<file path="config.mk">
export PLATFORM = sky130hd
export DESIGN_NAME = chua_stream_gen
export DESIGN_NICKNAME = d
export VERILOG_FILES = /design/src/rtl/chua_pkg.sv /design/src/rtl/chua_stream_gen_step.sv /design/src/rtl/chua_stream_gen.sv
export SDC_FILE = /design/constraint.sdc
export NUM_CORES = 1
export LEC_CHECK = 0
export BUFFER_PORTS_ARGS = -buffer_cell sky130_fd_sc_hd__buf_4
export CAP_MARGIN = 30
export CORE_MARGIN = 8
export CORE_UTILIZATION = 46
export CTS_BUF_LIST = sky130_fd_sc_hd__clkbuf_4 sky130_fd_sc_hd__clkbuf_8 sky130_fd_sc_hd__clkbuf_16
export DETAILED_ROUTE_END_ITERATION = 12
export HOLD_SLACK_MARGIN = 0.03
export PLACE_DENSITY = 0.65
export SLEW_MARGIN = 5
export SYNTH_ARGS = -nofsm -noshare
export SYNTH_HDL_FRONTEND = slang
export SYNTH_SLANG_ARGS = --single-unit
</file>
<file path="constraint.sdc">
create_clock -name clk -period 8.55 [get_ports clk]
set_clock_uncertainty 0.05 [all_clocks]
set_input_delay 0.4275 -clock clk [delete_from_list [all_inputs] [get_ports clk]]
set_output_delay 0.4275 -clock clk [all_outputs]
set_load 0.05 [all_outputs]
</file>
<file path="src/rtl/chua_pkg.sv">
// Shared types and fixed-point helpers for the Chua stream generator.
// The helpers work on 64-bit values, so the state width W must be 61 or less.
package chua_pkg;

  typedef enum logic [2:0] {
    ST_IDLE  = 3'd0,
    ST_WARM  = 3'd1,
    ST_RUN   = 3'd2,
    ST_HOLD  = 3'd3,
    ST_FAULT = 3'd4
  } chua_state_t;

  function automatic logic signed [63:0] fx_one(input int frac);
    return 64'sd1 <<< frac;
  endfunction

  function automatic logic signed [63:0] fx_c(input int frac);
    return fx_one(frac) >>> 3;
  endfunction

  function automatic logic signed [63:0] fx_max(input int w);
    return (64'sd1 <<< (w - 1)) - 64'sd1;
  endfunction

  function automatic logic signed [63:0] fx_min(input int w);
    return -(64'sd1 <<< (w - 1));
  endfunction

  function automatic logic fx_ovf(input logic signed [63:0] v, input int w);
    return (v > fx_max(w)) || (v < fx_min(w));
  endfunction

  function automatic logic signed [63:0] fx_sat(input logic signed [63:0] v, input int w);
    if (v > fx_max(w)) return fx_max(w);
    if (v < fx_min(w)) return fx_min(w);
    return v;
  endfunction

endpackage

</file>
<file path="src/rtl/chua_stream_gen_step.sv">
// Combinational Chua iteration: one shift-add update of (x,y,z) with an overflow flag.
// The arithmetic runs at W+3 bits so that no intermediate can wrap.
module chua_step
  import chua_pkg::*;
#(
  parameter int W    = 32,
  parameter int FRAC = 28,
  parameter int SH_X = 1,
  parameter int SH_Y = 4,
  parameter int SH_Z = 0,
  parameter int SAT  = 0
) (
  input  logic signed [W-1:0] i_x,
  input  logic signed [W-1:0] i_y,
  input  logic signed [W-1:0] i_z,
  output logic signed [W-1:0] o_x,
  output logic signed [W-1:0] o_y,
  output logic signed [W-1:0] o_z,
  output logic                o_ovf
);

  localparam int WE = W + 3;
  localparam logic signed [WE-1:0] ONE = WE'(fx_one(FRAC));
  localparam logic signed [WE-1:0] C   = WE'(fx_c(FRAC));

  logic signed [WE-1:0] w_x, w_y, w_z, w_f;
  logic signed [WE-1:0] w_xn, w_yn, w_zn;
  logic                 w_inner;

  always_comb begin
    w_x     = WE'(i_x);
    w_y     = WE'(i_y);
    w_z     = WE'(i_z);
    w_inner = (w_x >= -ONE) && (w_x < ONE);
    // Outer slope 1/8 with offset C keeps f continuous at |x| = 1.
    w_f     = w_inner ? (w_x >>> 2) : ((w_x >>> 3) + (w_x[WE-1] ? -C : C));
    w_xn    = w_x + ((w_y - w_f) >>> SH_X);
    w_yn    = w_y + ((w_x - w_y + w_z) >>> SH_Y);
    w_zn    = w_z - (w_y >>> SH_Z);
  end

  always_comb begin
    o_ovf = fx_ovf(64'(w_xn), W) || fx_ovf(64'(w_yn), W) || fx_ovf(64'(w_zn), W);
    if (SAT != 0) begin
      o_x = W'(fx_sat(64'(w_xn), W));
      o_y = W'(fx_sat(64'(w_yn), W));
      o_z = W'(fx_sat(64'(w_zn), W));
    end else begin
      o_x = w_xn[W-1:0];
      o_y = w_yn[W-1:0];
      o_z = w_zn[W-1:0];
    end
  end

endmodule

</file>
<file path="src/rtl/chua_stream_gen.sv">
// Chua chaotic stream source: seed load, warm-up discard, one sample every STEP
// iterations on a valid/ready stream, with overflow saturation or fault.
module chua_stream_gen
  import chua_pkg::*;
#(
  parameter int W      = 32,
  parameter int FRAC   = 28,
  parameter int SH_X   = 1,
  parameter int SH_Y   = 4,
  parameter int SH_Z   = 0,
  parameter int STEP   = 1,
  parameter int WARMUP = 0,
  parameter int SAT    = 0
) (
  input  logic                clk,
  input  logic                rst,
  input  logic                run_en,
  input  logic                seed_valid,
  output logic                seed_ready,
  input  logic signed [W-1:0] seed_x,
  input  logic signed [W-1:0] seed_y,
  input  logic signed [W-1:0] seed_z,
  output logic                out_valid,
  input  logic                out_ready,
  output logic signed [W-1:0] out_x,
  output logic signed [W-1:0] out_y,
  output logic signed [W-1:0] out_z,
  output logic                fault,
  output logic                sat_flag,
  output logic [31:0]         iter_count
);

  localparam logic [15:0] WARM_LAST = (WARMUP > 0) ? 16'(WARMUP - 1) : 16'd0;
  localparam logic [31:0] STEP_LAST = 32'(STEP - 1);

  chua_state_t r_state, w_next;

  logic signed [W-1:0] r_x, r_y, r_z;
  logic signed [W-1:0] r_out_x, r_out_y, r_out_z;
  logic signed [W-1:0] w_xn, w_yn, w_zn;
  logic                w_ovf;
  logic [15:0]         r_warm_cnt;
  logic [31:0]         r_step_cnt;
  logic [31:0]         r_iter;
  logic                r_out_valid, r_fault, r_sat;
  logic                w_iter, w_fault_now, w_commit, w_warm_done, w_emit, w_accept;

  chua_step #(
    .W(W), .FRAC(FRAC), .SH_X(SH_X), .SH_Y(SH_Y), .SH_Z(SH_Z), .SAT(SAT)
  ) u_step (
    .i_x(r_x), .i_y(r_y), .i_z(r_z),
    .o_x(w_xn), .o_y(w_yn), .o_z(w_zn),
    .o_ovf(w_ovf)
  );

  // A seed offer always wins, so no iteration happens in the cycle it is accepted.
  always_comb begin
    w_iter      = run_en && !seed_valid && ((r_state == ST_WARM) || (r_state == ST_RUN));
    w_fault_now = w_iter && w_ovf && (SAT == 0);
    w_commit    = w_iter && !w_fault_now;
    w_warm_done = (r_state == ST_WARM) && (r_warm_cnt == WARM_LAST);
    w_emit      = w_commit && (r_state == ST_RUN) && (r_step_cnt == STEP_LAST);
    w_accept    = (r_state == ST_HOLD) && r_out_valid && out_ready;
  end

  always_comb begin
    w_next = r_state;
    if (seed_valid) begin
      w_next = (WARMUP > 0) ? ST_WARM : ST_RUN;
    end else begin
      case (r_state)
        ST_WARM, ST_RUN: begin
          if (w_fault_now)                 w_next = ST_FAULT;
          else if (w_commit && w_warm_done) w_next = ST_RUN;
          else if (w_emit)                 w_next = ST_HOLD;
        end
        ST_HOLD: if (w_accept) w_next = ST_RUN;
        default: w_next = r_state;
      endcase
    end
  end

  always_ff @(posedge clk) begin
    if (rst) r_state <= ST_IDLE;
    else     r_state <= w_next;
  end

  always_ff @(posedge clk) begin
    if (rst) begin
      r_x         <= '0;
      r_y         <= '0;
      r_z         <= '0;
      r_out_x     <= '0;
      r_out_y     <= '0;
      r_out_z     <= '0;
      r_out_valid <= 1'b0;
      r_fault     <= 1'b0;
      r_sat       <= 1'b0;
      r_iter      <= '0;
      r_warm_cnt  <= '0;
      r_step_cnt  <= '0;
    end else if (seed_valid) begin
      r_x         <= seed_x;
      r_y         <= seed_y;
      r_z         <= seed_z;
      r_out_valid <= 1'b0;
      r_fault     <= 1'b0;
      r_sat       <= 1'b0;
      r_iter      <= '0;
      r_warm_cnt  <= '0;
      r_step_cnt  <= '0;
    end else begin
      if (w_commit) begin
        r_x    <= w_xn;
        r_y    <= w_yn;
        r_z    <= w_zn;
        r_iter <= r_iter + 32'd1;
        if (w_ovf) r_sat <= 1'b1;
        if (r_state == ST_WARM) r_warm_cnt <= r_warm_cnt + 16'd1;
        if (r_state == ST_RUN)
          r_step_cnt <= (r_step_cnt == STEP_LAST) ? 32'd0 : r_step_cnt + 32'd1;
      end
      if (w_fault_now) r_fault <= 1'b1;
      if (w_emit) begin
        r_out_x     <= w_xn;
        r_out_y     <= w_yn;
        r_out_z     <= w_zn;
        r_out_valid <= 1'b1;
      end else if (w_accept) begin
        r_out_valid <= 1'b0;
      end
    end
  end

  assign seed_ready = 1'b1;
  assign out_valid  = r_out_valid;
  assign out_x      = r_out_x;
  assign out_y      = r_out_y;
  assign out_z      = r_out_z;
  assign fault      = r_fault;
  assign sat_flag   = r_sat;
  assign iter_count = r_iter;

endmodule
</file>
# Yosys cells after proc, flatten, opt, wreduce, memory -nomap -nowiden
# Index checks and enable logic that the tools add are counted.
[word_totals]
output_inout_bits = 132
in_bits = 101
register_bits = 278
word_cells = 90
[classes]
eq_ne = 7
magnitude_cmp = 8
reduce_logical = 33
n_addsub = 10
mux = 17
bitwise_logic = 1
[ops]
columns = ["op", "count"]
rows = [
  ["$mux W32", 7],
  ["$mux W35", 2],
  ["$gt A33 B32 Y1 const B", 2],
  ["$lt A33 B32 Y1 const B", 2],
  ["$sub A32 B32 Y33", 2],
  ["$add A32 B1 Y32 const B", 2],
  ["$add A29 B35 Y35", 1],
  ["$add A32 B34 Y35", 1],
  ["$gt A35 B32 Y1 const B", 1],
  ["$lt A35 B32 Y1 const B", 1],
  ["$sub A32 B35 Y35", 1],
  ["$add A33 B32 Y34", 1],
  ["$add A32 B30 Y33", 1],
  ["$ge A32 B29 Y1 const B", 1],
  ["$logic_not A32 Y1", 1],
  ["$lt A32 B30 Y1 const B", 1],
  ["$add A16 B1 Y16 const B", 1],
  ["$logic_not A16 Y1", 1],
  ["$mux W3", 4],
  ["$logic_and A1 B1 Y1", 11],
  ["$reduce_and A2 Y1", 4],
  ["$eq A3 B2 Y1 const B", 2],
  ["$logic_or A1 B1 Y1", 6],
  ["$pmux W3 S2", 1],
  ["13 further kinds", 19],
]

# Longest topological paths before layout
# Gate-level depths: netlist of run 1.
[depth]
word_depth = 19
depth_mapped = 36
depth_no_buf = 31

# Modules after synthesis
# From an unflattened synthesis of run 1, not the netlist that was laid out.
[unflattened]
cells_unflattened = 2661
area_unflattened_um2 = 21142.8
[modules_own_cells]
columns = ["module", "cells_each", "area_per_inst_um2", "n_inst", "seq_area_each_um2"]
rows = [
  ["chua_stream_gen", 1325, 11850.1, 1, 5565.3],
  ["chua_step", 1336, 9292.7, 1, 0.0],
]

# Worst setup path after synthesis of run 1
# No wires, ideal clock.
[synth_timing]
path_type = "reg2reg"
from = "reg r_x[31]"
to = "reg r_iter[30], in the netlist iter_count[30]"
arrival_time_ns = 7.681
required_time_ns = 8.430
path_slack_ns = 0.749
setup_ns = 0.070
n_path_buf = 5
period_less_slack_ns = 7.801
stages_incl_launch_ff = 36
cell_sequence = "dfxtp_1 inv_1 ha_1 nor3b_1 mux2i_1 buf_1 clkbuf_1 mux2i_1 ha_1 clkbuf_1 a21oi_1 or3b_2 a21oi_1 a211o_1 a41oi_1 a31oi_1 a41o_1 o41ai_1 nor2b_1 o21a_1 o21a_1 o31ai_1 ha_1 nand2_1 nor2_1 a41oi_1 o21ai_0 a41o_1 xnor2_1 nor4b_4 o21a_1 buf_4 nand3_4 buf_2 or4_1 a21oi_1"
[synth_via]
elab_chain_len = 12
elab_cells_between_ends = 22
cone_classes = "add/sub (6); order compare (6); mux (2); reduce/logical (8)"
[synth_lines]
columns = ["item", "line", "rtl"]
rows = [
  ["start: declaration", "chua_stream_gen.sv:38", "logic signed [W-1:0] r_x, r_y, r_z;"],
  ["start signal: assignment", "chua_stream_gen.sv:114", "r_x <= w_xn;"],
  ["$mux W35, or another cell as far along", "chua_stream_gen_step.sv:36", "w_f = w_inner ? (w_x >>> 2) : ((w_x >>> 3) + (w_x[WE-1] ? -C : C));"],
  ["$add A29 B35 Y35 or $logic_and A1 B1 Y1 (tied branches)", "chua_stream_gen_step.sv:36, chua_stream_gen_step.sv:34", ""],
  ["$mux W35", "chua_stream_gen_step.sv:36", ""],
  ["$sub A32 B35 Y35", "chua_stream_gen_step.sv:37", "w_xn = w_x + ((w_y - w_f) >>> SH_X);"],
  ["$add A32 B34 Y35", "chua_stream_gen_step.sv:37", ""],
  ["$gt A35 B32 Y1 or $lt A35 B32 Y1 (tied branches)", "chua_pkg.sv:30", "return (v > fx_max(w)) || (v < fx_min(w));"],
  ["$logic_or A1 B1 Y1", "chua_pkg.sv:30", ""],
  ["$logic_or A1 B1 Y1 (*) (2 in a row)", "chua_stream_gen_step.sv:43", "o_ovf = fx_ovf(64'(w_xn), W) || fx_ovf(64'(w_yn), W) || fx_ovf(64'(w_zn), W);"],
  ["$logic_and A1 B1 Y1 (*)", "chua_stream_gen.sv:59", "w_fault_now = w_iter && w_ovf && (SAT == 0);"],
  ["$logic_not A1 Y1 (*)", "chua_stream_gen.sv:60", "w_commit = w_iter && !w_fault_now;"],
  ["$logic_and A1 B1 Y1 (*)", "chua_stream_gen.sv:60", ""],
  ["end signal: assignment", "chua_stream_gen.sv:117", "r_iter <= r_iter + 32'd1;"],
  ["end: declaration", "chua_stream_gen.sv:44", "logic [31:0] r_iter;"],
]
# Mark *: on every way between the ends. The rest lies on a longest branch, timed or not.
# A chain may end at the register's enable or synchronous reset.

# Worst setup path in the final report of run 1
[layout_timing]
from = "reg r_x[31]"
to = "reg r_iter[7], in the netlist iter_count[7]"
# Same word-level chain as after synthesis.

==> impl_metrics.yaml, run 1 <==
global_route:
  grt_max_degree: 83
  met1_usage_pct: 34.19
  grt_use_met2_pct: 38.82
  grt_first_pass_wirelength_um: 102600
  top_usage_layer: "met2"
  antenna_found_initial: 0
  grt_util_all_layers_pct: 24.44
  grt_util_met3_pct: 3.581
  grt_pass1_vias: 19270
  overflow: 0
floorplan:
  core_region_area_um2: 44120
  io_pins: 233
  die_x_um: 227.0
  die_h_um: 227.0
  initial_core_util_pct: 46.43
  die_area_um2: 51550
  row_count: 77
yosys:
  ys_top_cells_by_area: "dfxtp_1, ha_1, a21oi_1"
  ys_seq_area_share_pct: 27.17
  async_flop_share_pct: 0
  synth_top_area_share_pct: 27.17
  synthTopCellsByCount: "nand2_1, a21oi_1, dfxtp_1"
  yosysMostFrequentCell: "nand2_1"
  synth_nets: 2966
  synthCells: 2659
  ys_warn_count: 0
  ys.flop_type: "dfxtp_1"
  ys_types: 78
  ys_seq_elements: 278
  syn_avg_cell_area_um2: 7.705
  synth_top_cell_by_area: "dfxtp_1"
  synth_edf_count: 0
  synth_area_um2: 20490
clock_network:
  cts_hold_buffers: 5
  tritoncts: "yes"
  ctsResizeCount: 0
  htree_num_levels: 2
  cts_buffers: 34
  cts.sinks: 278
  cts.path.max_buffers: 3
  clock_latency_ns: 0.55
  cts_root_buf: "clkbuf_16"
  postCtsSetupRepairBufs: 0
  clkTransAtPathRegs_ns: 0.06
layout:
  multi_input_area_um2: 13710
  seq_area_um2: 5565
  fillers: 4241
  fin_nets: 3176
  num_antenna_cells: 0
  drive_gt1_share_pct: 12.76
  area_growth_pct: 18.62
pwr:
  finalPower_w: 0.005300
  share_comb_of_total_power_pct: 45.5
  p_int_w: 0.003216
  switching_share_pct: 39.32
  powerDensity_nw_per_um2: 218.1
  p_leak_nw: 10.13
  max-vdd-ir-drop_mv: 0.1332
  switchingPower_w: 0.002084
  clkPwrFrac_pct: 28.4
  pwr-share-seq_pct: 26.1
worst_hold_path:
  min-delay-start: "seed_z[20]"
  holdCritPathClass: "in2reg"
job:
  cap_violations: 0
place:
  gp_congestion: 0.9378
  io_buffer_count: 231
  place_ws_ns: 0.6193
  dp_hpwl_um: 49870
worst_setup_path:
  cp-startpoint: "r_x[31]"
  cp_slowest_cell: "nor4_1"
  critical_path_class: "reg2reg"
  reg2reg_slack_ns: 0.50
  cp-end-kind: "register"
  arrival_ns: 8.46
  r2r-start: "r_x[31]"
  slowest_delay_ns: 0.59
  startpoint_type: "register"
  cp_max_fo: 9
  crit_required_ns: 8.96
sta:
  fin_crit_sh_pct: 94.14
  hold_violations: 0
  tightest_slew_ns: 0.9723
  tns_ns: 0
  whs_ns: 0.05389
  slew_headroom_pct: 35.18
  rsz0062_at_grt: "no"
  min_period_ns: 8.049
  max_freq_ghz: 0.1242
  drv_slew: 0
  fin_ws_ns: 0.5011
  setup-violations-final: 0
detailed_routing:
  wl_per_cell_um: 18.63
  first_pass_iters: 7
  drt-total-wl_um: 64890
  dr_total_vias: 19890
  vias_per_cell: 5.710
  drt_iter0_drc: 1417
  ant_nets: 0
  drc_errors: 0
outcome:
  outcome: "finished clean"
==> cell usage in the layout (no fill, tap or decap), types with 53 or more instances in the layout <==
| cell type | netlist | routed |
|---|---|---|
| inv_1 | 209 | 209 |
| nand3_1 | 54 | 53 |
| buf_4 | 2 | 272 |
| o21ai_0 | 105 | 105 |
| nand2_1 | 393 | 393 |
| a22oi_1 | 86 | 86 |
| a21oi_1 | 355 | 355 |
| nor2_1 | 119 | 118 |
| xnor2_1 | 119 | 119 |
| ha_1 | 170 | 170 |
| dfxtp_1 | 278 | 278 |
| a21o_1 | 61 | 61 |
==> power groups by stage <==
| stage | Sequential, W | Clock (W) | Combinational (W) |
|---|---|---|---|
| finish | 0.00138 | 0.00151 | 0.00241 |
| global route | 0.00139 | 0.00160 | 0.00265 |
| CTS | 0.00138 | 0.00154 | 0.00238 |
| detailed placement | 0.00141 | 0 | 0.00235 |
| global placement | 0.00141 | 0 | 0.00233 |
| floorplan | 0.00140 | 0 | 0.00175 |
==> routing by layer <==
layer / vias up / routed length (µm)
met2: 589 / 28790
met1: 9378 / 30360
met3: 81 / 4267
met4: 0 / 1469
li1: 9840 / -
met5: - / 0
==> final timing paths <==
check | endpoint | depth (start not counted)
setup / recovery | iter_count[7] | 32
hold / removal | r_z[20] | 3
setup reg to reg | iter_count[7] | 32
hold reg to reg | out_z[26] | 2
==> layout make-up <==
cell class                      count  area share (%)
Clock buffer                       46           4.175
Clock inverter                     12          0.6024
Inverter                          209           3.228
Multi-Input combinational cell   2056           56.40
Sequential cell                   278           22.90
Tap cell                          592           3.048
Timing Repair Buffer              290           9.643
==> critical path, delay by kind of cell (launching register included) <==
kind	cells	cell delay, ns
AOI/OAI and AO/OA	9	1.84
xor gates and xnor gates	1	0.29
adders and majority gates	3	0.83
buffers and inverters	3	0.68
DFF	1	0.31
muxes	3	0.69
and+or+nand+nor	13	3.29
==> per-stage QoR <==
stage                     area, µm²  utilization [%]  std cells
after floorplan               20490                -       2659
after global placement        23090            52.33       3420
after detailed placement      23090            52.33       3420
after CTS                     24300            55.08       3483
after global routing          24300            55.08       3483
final                         24300            55.08       3483
==> cell families after synthesis <==
logic type	count (synthesis)	synth area share, %
muxes	30	1.466
other	1	0.01830
AOI/OAI and AO/OA	812	24.63
DFF	278	27.17
xor gates and xnor gates	159	6.834
buffers and inverters	325	6.150
and+or+nand+nor	848	19.84
adders and majority gates	206	13.90
==> registers in the layout, indices dropped and copies added, names as in the netlist <==
signal,flops
out_y,32
r_y,32
iter_count,32
r_state,3
out_valid,1
r_warm_cnt,16
r_z,32
r_step_cnt,32
out_x,32
fault,1
r_x,32
sat_flag,1
out_z,32
No activity file was read; power rests on OpenSTA's default activity.
==> inputs of run 2 (changes only) <==
==> constraint.sdc (replaced) <==
create_clock -name clk -period 8.55 [get_ports clk]
set_clock_uncertainty 0.05 [all_clocks]
set_input_delay 0.855 -clock clk [delete_from_list [all_inputs] [get_ports clk]]
set_output_delay 0.855 -clock clk [all_outputs]
set_load 0.05 [all_outputs]
==> impl_metrics.yaml, run 2 (same netlist as run 1, synthesis figures left out) <==
pwr:
  switching_share_pct: 39.32
  switchingPower_w: 0.002083
  p_leak_nw: 10.10
  p_int_w: 0.003215
  share_comb_of_total_power_pct: 45.5
  powerDensity_nw_per_um2: 218.4
  clkPwrFrac_pct: 28.5
  max-vdd-ir-drop_mv: 0.1335
  pwr-share-seq_pct: 26.1
place:
  io_buffer_count: 231
  dp_hpwl_um: 49870
  gp_congestion: 0.9378
  dp.cells: 3420
  dpl-instance-area_um2: 23090
floorplan:
  initial_core_util_pct: 46.43
  die_h_um: 227.0
  core_region_area_um2: 44120
  die_area_um2: 51550
  io_pins: 233
  die_x_um: 227.0
  row_count: 77
sta:
  setup-violations-final: 0
  slew_headroom_pct: 34.16
  rsz0062_at_grt: "no"
  hold_violations: 0
  fin_crit_sh_pct: 94.09
  max_freq_ghz: 0.1243
  drv_slew: 0
  min_period_ns: 8.044
  tightest_slew_ns: 0.9876
  tns_ns: 0
detailed_routing:
  wl_per_cell_um: 18.65
  vias_per_cell: 5.710
  dr_total_vias: 19860
  drc_errors: 0
  drt_iter0_drc: 1504
  first_pass_iters: 5
  ant_nets: 0
  drt-total-wl_um: 64870
job:
  cap_violations: 0
worst_setup_path:
  slowest_delay_ns: 0.59
  cp_slowest_cell: "nor4_1"
  crit_required_ns: 8.96
  critical_path_class: "reg2reg"
  cp_max_fo: 9
  startpoint_type: "register"
  crit_family: "simple AND/OR/NAND/NOR gates"
  cp-end-kind: "register"
  arrival_ns: 8.46
  crit_buf_inv: 3
clock_network:
  htree_num_levels: 2
  cts_buffers: 34
  postCtsSetupRepairBufs: 0
  clock_latency_ns: 0.55
  cts.path.max_buffers: 3
  cts.sinks: 278
  tritoncts: "yes"
  clkTransAtPathRegs_ns: 0.06
  cts_root_buf: "clkbuf_16"
  ctsResizeCount: 0
  cts_hold_buffers: 0
global_route:
  grt_max_degree: 83
  grt_util_all_layers_pct: 24.40
  grt_first_pass_wirelength_um: 102500
  overflow: 0
  antenna_found_initial: 0
  grt_pass1_vias: 19250
layout:
  num_antenna_cells: 0
  seq_area_um2: 5565
  fillers: 4244
  area_growth_pct: 18.38
  final_area_um2: 24250
  final_cells: 3478
  final_cell_mix: "nand2_1, a21oi_1, dfxtp_1"
  drive_gt1_share_pct: 12.79
  multi_input_area_um2: 13710
  fin_nets: 3171
  mostFrequentLayoutCell: "nand2_1"
outcome:
  outcome: "finished clean"
worst_hold_path:
  holdCritPathClass: "reg2reg"
run 2: power by group through the flow:
stage | combinational [W] | clock, W | sequential, W
after detailed placement | 0.00235 | 0 | 0.00141
final | 0.00241 | 0.00151 | 0.00138
after global routing | 0.00265 | 0.00160 | 0.00139
after floorplan | 0.00175 | 0 | 0.00140
after CTS | 0.00238 | 0.00154 | 0.00138
after global placement | 0.00233 | 0 | 0.00141
run 2: stage by stage:
step	setup WS, ns	util, %	hold WS, ns	total power (W)
2_1_floorplan	0.7491	-	0.3863	0.003147
3_3_place_gp	0.8381	52.33	0.3899	0.003738
3_5_place_dp	0.6193	52.33	0.3954	0.003762
4_1_cts	0.5703	54.96	0.4056	0.005301
5_1_grt	0.07238	54.96	0.4143	0.005631
6_report	0.5056	54.96	0.4030	0.005298
run 2: cell type report:
class	instances	share of cell area, %
Inverter	209	3.235
Sequential cell	278	22.95
Clock inverter	12	0.6036
Multi-Input combinational cell	2056	56.52
Clock buffer	46	4.184
Timing Repair Buffer	285	9.457
Tap cell	592	3.054
run 2: final timing paths:
| check | depth (start not counted) | start | slack, ns | end |
|---|---|---|---|---|
| max | 32 | r_x[31] | 0.51 | iter_count[7] |
| min | 2 | out_z[26] | 0.40 | out_z[26] |
| max reg2reg | 32 | r_x[31] | 0.51 | iter_count[7] |
| min reg2reg | 2 | out_z[26] | 0.40 | out_z[26] |
run 2: worst reg2reg max path, delay by kind of cell (launching register included):
| family | cells | cell delay, ns |
|---|---|---|
| and+or+nand+nor | 13 | 3.29 |
| buffers and inverters | 3 | 0.68 |
| DFF | 1 | 0.31 |
| adders and majority gates | 3 | 0.84 |
| xor gates and xnor gates | 1 | 0.27 |
| AOI/OAI and AO/OA | 9 | 1.82 |
| muxes | 3 | 0.69 |
run 2: layer usage:
layer  vias to the layer above  GRT usage, %  share of wire, %
li1                       9829             -                 -
met1                      9388         34.16                47
met2                       567         38.74                45
met3                        75         3.581               6.6
met4                         0         6.954               2.2
met5                         -             0                 0
